===== src/rtl/fetch_stage.sv =====
// Instruction fetch stage: holds the PC and the IF/ID pipeline register, with
// stall (pc_hold) and redirect (branch_taken) handling plus saturating event counters.
module fetch_stage #(
    parameter logic [31:0] RESET_PC = 32'h0000_0000,
    parameter int          CNT_W    = 16
) (
    input  logic             CLOCK,
    input  logic             RESET_N,
    input  logic             pc_hold,
    input  logic             branch_taken,
    input  logic [31:0]      branch_target,
    input  logic [31:0]      imem_rdata,
    output logic [31:0]      imem_addr,
    output logic [31:0]      if_id_instr,
    output logic [31:0]      if_id_pc4,
    output logic             if_id_valid,
    output logic [CNT_W-1:0] stall_count,
    output logic [CNT_W-1:0] flush_count
);

    logic [31:0]      pc_q, pc_d;
    logic [31:0]      instr_q, instr_d;
    logic [31:0]      pc4_q, pc4_d;
    logic             valid_q, valid_d;
    logic [CNT_W-1:0] stall_q, stall_d;
    logic [CNT_W-1:0] flush_q, flush_d;
    logic [31:0]      pc_plus4;

    function automatic logic [CNT_W-1:0] sat_inc(input logic [CNT_W-1:0] v);
        return (&v) ? v : v + CNT_W'(1);
    endfunction

    // 32-bit modulo add: 32'hFFFF_FFFC wraps to zero.
    assign pc_plus4 = pc_q + 32'd4;

    always_comb begin
        pc_d    = pc_q;
        instr_d = instr_q;
        pc4_d   = pc4_q;
        valid_d = valid_q;
        stall_d = stall_q;
        flush_d = flush_q;
        if (branch_taken) begin
            // Redirect wins over a simultaneous stall; the squashed slot becomes a NOP bubble.
            pc_d    = {branch_target[31:2], 2'b00};
            instr_d = 32'h0;
            pc4_d   = 32'h0;
            valid_d = 1'b0;
            flush_d = sat_inc(flush_q);
        end else if (pc_hold) begin
            stall_d = sat_inc(stall_q);
        end else begin
            pc_d    = pc_plus4;
            instr_d = imem_rdata;
            pc4_d   = pc_plus4;
            valid_d = 1'b1;
        end
    end

    always_ff @(posedge CLOCK) begin
        if (!RESET_N) begin
            pc_q    <= RESET_PC;
            instr_q <= 32'h0;
            pc4_q   <= 32'h0;
            valid_q <= 1'b0;
            stall_q <= '0;
            flush_q <= '0;
        end else begin
            pc_q    <= pc_d;
            instr_q <= instr_d;
            pc4_q   <= pc4_d;
            valid_q <= valid_d;
            stall_q <= stall_d;
            flush_q <= flush_d;
        end
    end

    assign imem_addr   = pc_q;
    assign if_id_instr = instr_q;
    assign if_id_pc4   = pc4_q;
    assign if_id_valid = valid_q;
    assign stall_count = stall_q;
    assign flush_count = flush_q;

endmodule


===== config.mk =====
export PLATFORM = sky130hd
export DESIGN_NAME = fetch_stage
export DESIGN_NICKNAME = d
export VERILOG_FILES = /design/src/rtl/fetch_stage.sv
export SDC_FILE = /design/constraint.sdc
export NUM_CORES = 1
export LEC_CHECK = 0
export CORE_UTILIZATION = 45
export CTS_CLUSTER_DIAMETER = 80
export DETAILED_ROUTE_END_ITERATION = 16
export PLACE_DENSITY = 0.83
export SYNTH_ARGS = -nofsm -noshare
export SYNTH_HDL_FRONTEND = slang
export SYNTH_SLANG_ARGS = --single-unit

===== constraint.sdc =====
create_clock -name CLOCK -period 2.85 [get_ports CLOCK]
set_input_delay 0.57 -clock CLOCK [delete_from_list [all_inputs] [get_ports CLOCK]]
set_output_delay 0.57 -clock CLOCK [all_outputs]
set_load 0.01 [all_outputs]

==> results.sh <==
export IMPL_crit_path_start_kind="register"
export IMPL_critical_path_class="register to register"
export IMPL_cts_tree="done"
export IMPL_failed_checks="DRC"
export IMPL_slowest_stage="or4_1"
export IMPL_path_buf_inv=0
export IMPL_critical_path_startpoint="imem_addr[2]$_SDFFE_PN0P_"
export IMPL_final_setup_tns_ns=0
export IMPL_netlist_cell_type_count=48
export IMPL_initial_antenna_violation_count=0
export IMPL_postLayoutCoreUtil_pct=69.1
export IMPL_power_density_cell_area_nw_per_um2=537
export IMPL_die_x_um=112
export IMPL_num_fill_cells=897
export IMPL_number_of_buffers_added_by_the_clock_tree_synthesis_step=17
export IMPL_final_replace_weighted_congestion=0.918
export IMPL_starting_density_of_the_core_pct=46.8
export IMPL_synth_ff_latch_count=125
export IMPL_critPathArrivalTime_ns=2.71
export IMPL_drive_above_1_share_pct=6.20
export IMPL_synth_cells=609
export IMPL_p_clk_share_pct=46.1
export IMPL_grt_util_all_layers_pct=26.4
export IMPL_drtIter0Drc=244
export IMPL_cp_endpoint="imem_addr[30]$_SDFFE_PN0P_"
export IMPL_route_detailed_drc=9
export IMPL_synth_yosys_warnings=0
export IMPL_synth_area_um2=5430
export IMPL_status="finished with violations"
export IMPL_cpLargestDelayFamily="simple AND/OR/NAND/NOR gates"
export IMPL_postSynth_topFlopCell="dfxtp_1"
export IMPL_clock_fmax_mhz=414
export IMPL_area_growth_pct=47.7
export IMPL_seqPwrFrac_pct=43.9
export IMPL_slowest_delay_ns=0.70
export IMPL_critPathRequiredTime_ns=3.14
export IMPL_post_cts_repair_setup_buffers=0
export IMPL_timing_max_slew_rel_slack_pct=25.6
export IMPL_timing_final_max_slew_violations=0
export IMPL_clock_tree_htree_level_count=4
export IMPL_crit_path_cell_trace="ha_1, nand3_1, or4_1, nor4_4, xnor2_1, a21oi_1"
export IMPL_endpoints_failing_setup=0
export IMPL_power_switching_share_pct=23.2
export IMPL_cts_sink_count=125
export IMPL_finalHoldWorstSlack_ns=0.453
export IMPL_dpl_hpwl_um=11500
export IMPL_worst_pin_slew_ns=1.10
export IMPL_hold_fix_buffer_count_after_cts=0
export IMPL_report_final_hold_viol_count=0
export IMPL_port_buffers=190
export IMPL_vertical_die_dimension_um=112
export IMPL_clk_transition_reported_paths_ns=0.05
export IMPL_max_cap_violations=0
export IMPL_hold_path_class="register to register"
export IMPL_worst_skew_pair_late_latency_ns=0.42
export IMPL_seq_area_um2=2500
export IMPL_grt_setup_unrepaired="no"
export IMPL_timing_critical_path_to_type="register"
export IMPL_floorplan_rows=39
export IMPL_count_of_flip_flops_with_a_built_in_enable_after_synthesis=0
export IMPL_reg2reg_depth=6
export IMPL_detailedRoute_firstPassIterationCount=10
export IMPL_placement_cell_area_um2=7480
export IMPL_clockRootBuffer="clkbuf_16"
export IMPL_grt_pass1_vias=5209
export IMPL_pin_count_of_the_biggest_net_entering_global_routing=47
export IMPL_rrSetupSlack_ns=0.44
export IMPL_ant_nets=0
export IMPL_num_vias=5309
export IMPL_fin_crit_sh_pct=84.7
export IMPL_seq_area_frac_synth_pct=46.1
export IMPL_postSynthAreaPerCell_um2=8.92
export IMPL_cts_resized=0
export IMPL_clock_skew_ns=0.0101
export IMPL_rr_startpoint="imem_addr[2]$_SDFFE_PN0P_"
export IMPL_global_route_wire_length_before_repair_um=26000
export IMPL_worst_path_max_fanout=7
export IMPL_cell_internal_pwr_w=0.00331
export IMPL_drt_vias_per_instance=5.59
export IMPL_power_frac_comb_pct=10.0
export IMPL_totalWireLength_um=16100
export IMPL_switchingPower_w=0.00100
export IMPL_antennaDiodeCount=0
export IMPL_area_of_the_core_um2=11600
export IMPL_multi_input_area_um2=2730
export IMPL_grt_remaining_overflow=0
export IMPL_cts_path_max_buffers=2
export IMPL_nets=867
export IMPL_pin_count=197
export IMPL_synth_async_sr_flop_share_pct=0
export IMPL_period_needed_ns=2.41
export IMPL_die_area_um2=12500
export IMPL_vdd_ir_drop_worst_uv=454
export IMPL_regToRegEndpoint="imem_addr[30]$_SDFFE_PN0P_"
export IMPL_drt_wirelength_per_cell_um=17.0
export IMPL_timing_critical_path_depth=6
export IMPL_power_leakage_nw=2.82
export IMPL_mostFrequentLayoutCell="clkdlybuf4s50_1"
export IMPL_finalInstanceArea_um2=8020
export IMPL_commonest_cells_after_routing_fill_and_taps_aside="clkdlybuf4s50_1 (190), dfxtp_1 (125), o21ai_0 (56)"
registers in the layout (all words and copies together), names as in the netlist:
name / count
stall_count: 16
if_id_valid: 1
imem_addr: 30
flush_count: 16
if_id_instr: 32
if_id_pc4: 30
cell usage after synthesis, drive strengths merged, types with 3 or more instances:
cell type	instances	area, um2
dfxtp	125	2500
o21ai	56	280
nand2	55	206
nor2	42	158
xnor2	38	333
a22o	33	289
a21oi	31	155
xor2	29	254
clkbuf	25	93.8
nand4	22	144
nand3	21	105
buf	15	92.6
nor3	15	75.1
nor4	13	96.3
and3	11	70.1
or3	9	56.3
inv	8	30.0
and4	6	53.8
nor2b	5	31.3
a211oi	4	30.0
a21o	4	30.0
a221o	4	41.3
and2	4	25.0
ha	3	37.5
mux2i	3	30.0
nand4b	3	26.3
o211ai	3	22.5
o21a	3	22.5
logic make-up after synthesis:
family	after synthesis	synth area share (%)
AOI/OAI and AO/OA	144	16.9
xor gates and xnor gates	67	10.8
adders and majority gates	3	0.691
buffers and inverters	48	3.99
DFF	125	46.1
muxes	3	0.553
other	1	0.0690
and+or+nand+nor	218	20.9
worst min path at each step:
stage,cells after the start,slack [ns],from,endpoint
floorplan,2,0.47,if_id_valid$_SDFFE_PP0N_,if_id_valid$_SDFFE_PP0N_
CTS,2,0.46,if_id_pc4[17]$_SDFFE_PP0N_,if_id_pc4[17]$_SDFFE_PP0N_
finish,2,0.45,if_id_pc4[22]$_SDFFE_PP0N_,if_id_pc4[22]$_SDFFE_PP0N_
global route,1,0.47,if_id_pc4[16]$_SDFFE_PP0N_,if_id_pc4[16]$_SDFFE_PP0N_
global placement,2,0.44,if_id_pc4[29]$_SDFFE_PP0N_,if_id_pc4[29]$_SDFFE_PP0N_
detailed placement,2,0.45,if_id_pc4[17]$_SDFFE_PP0N_,if_id_pc4[17]$_SDFFE_PP0N_
power by group through the flow:
| stage | Combinational (W) | Clock, W | Sequential (W) |
|---|---|---|---|
| final | 0.000431 | 0.00199 | 0.00189 |
| after global routing | 0.000460 | 0.00208 | 0.00190 |
| after CTS | 0.000431 | 0.00201 | 0.00189 |
| after detailed placement | 0.000426 | 0 | 0.00192 |
| after global placement | 0.000418 | 0 | 0.00192 |
| after floorplan | 0.000161 | 0 | 0.00193 |
layer usage:
layer,global-route usage (%),wire length [um]
met5,0,0
met2,45.9,8190
met3,5.39,888
met1,30.6,6540
met4,13.9,511
worst reg2reg max path, delay by kind of cell, from the launching register on:
kind,cells,cell delay (ns)
AND/OR/NAND/NOR,3,1.24
adder cells (fa/ha/maj),1,0.32
flip-flops,1,0.48
AO/OA/AOI/OAI,1,0.08
XOR/XNOR,1,0.16
area by class of cell:
class	count	share of cell area (%)
clock inverters	7	0.811
multi-input cells	439	34.0
well taps	143	2.23
inverters	8	0.374
repair buffers	205	25.4
clock buffers	23	5.96
flip-flops and latches	125	31.2
per-stage QoR:
step	instances	power, W	setup slack (ns)
detailed placement	920	0.00235	0.156
finish	950	0.00431	0.435
global route	950	0.00444	0.324
global placement	920	0.00234	0.242
CTS	950	0.00433	0.447
floorplan	612	0.00209	0.757
Note: power is estimated with default switching activity, not from simulation.
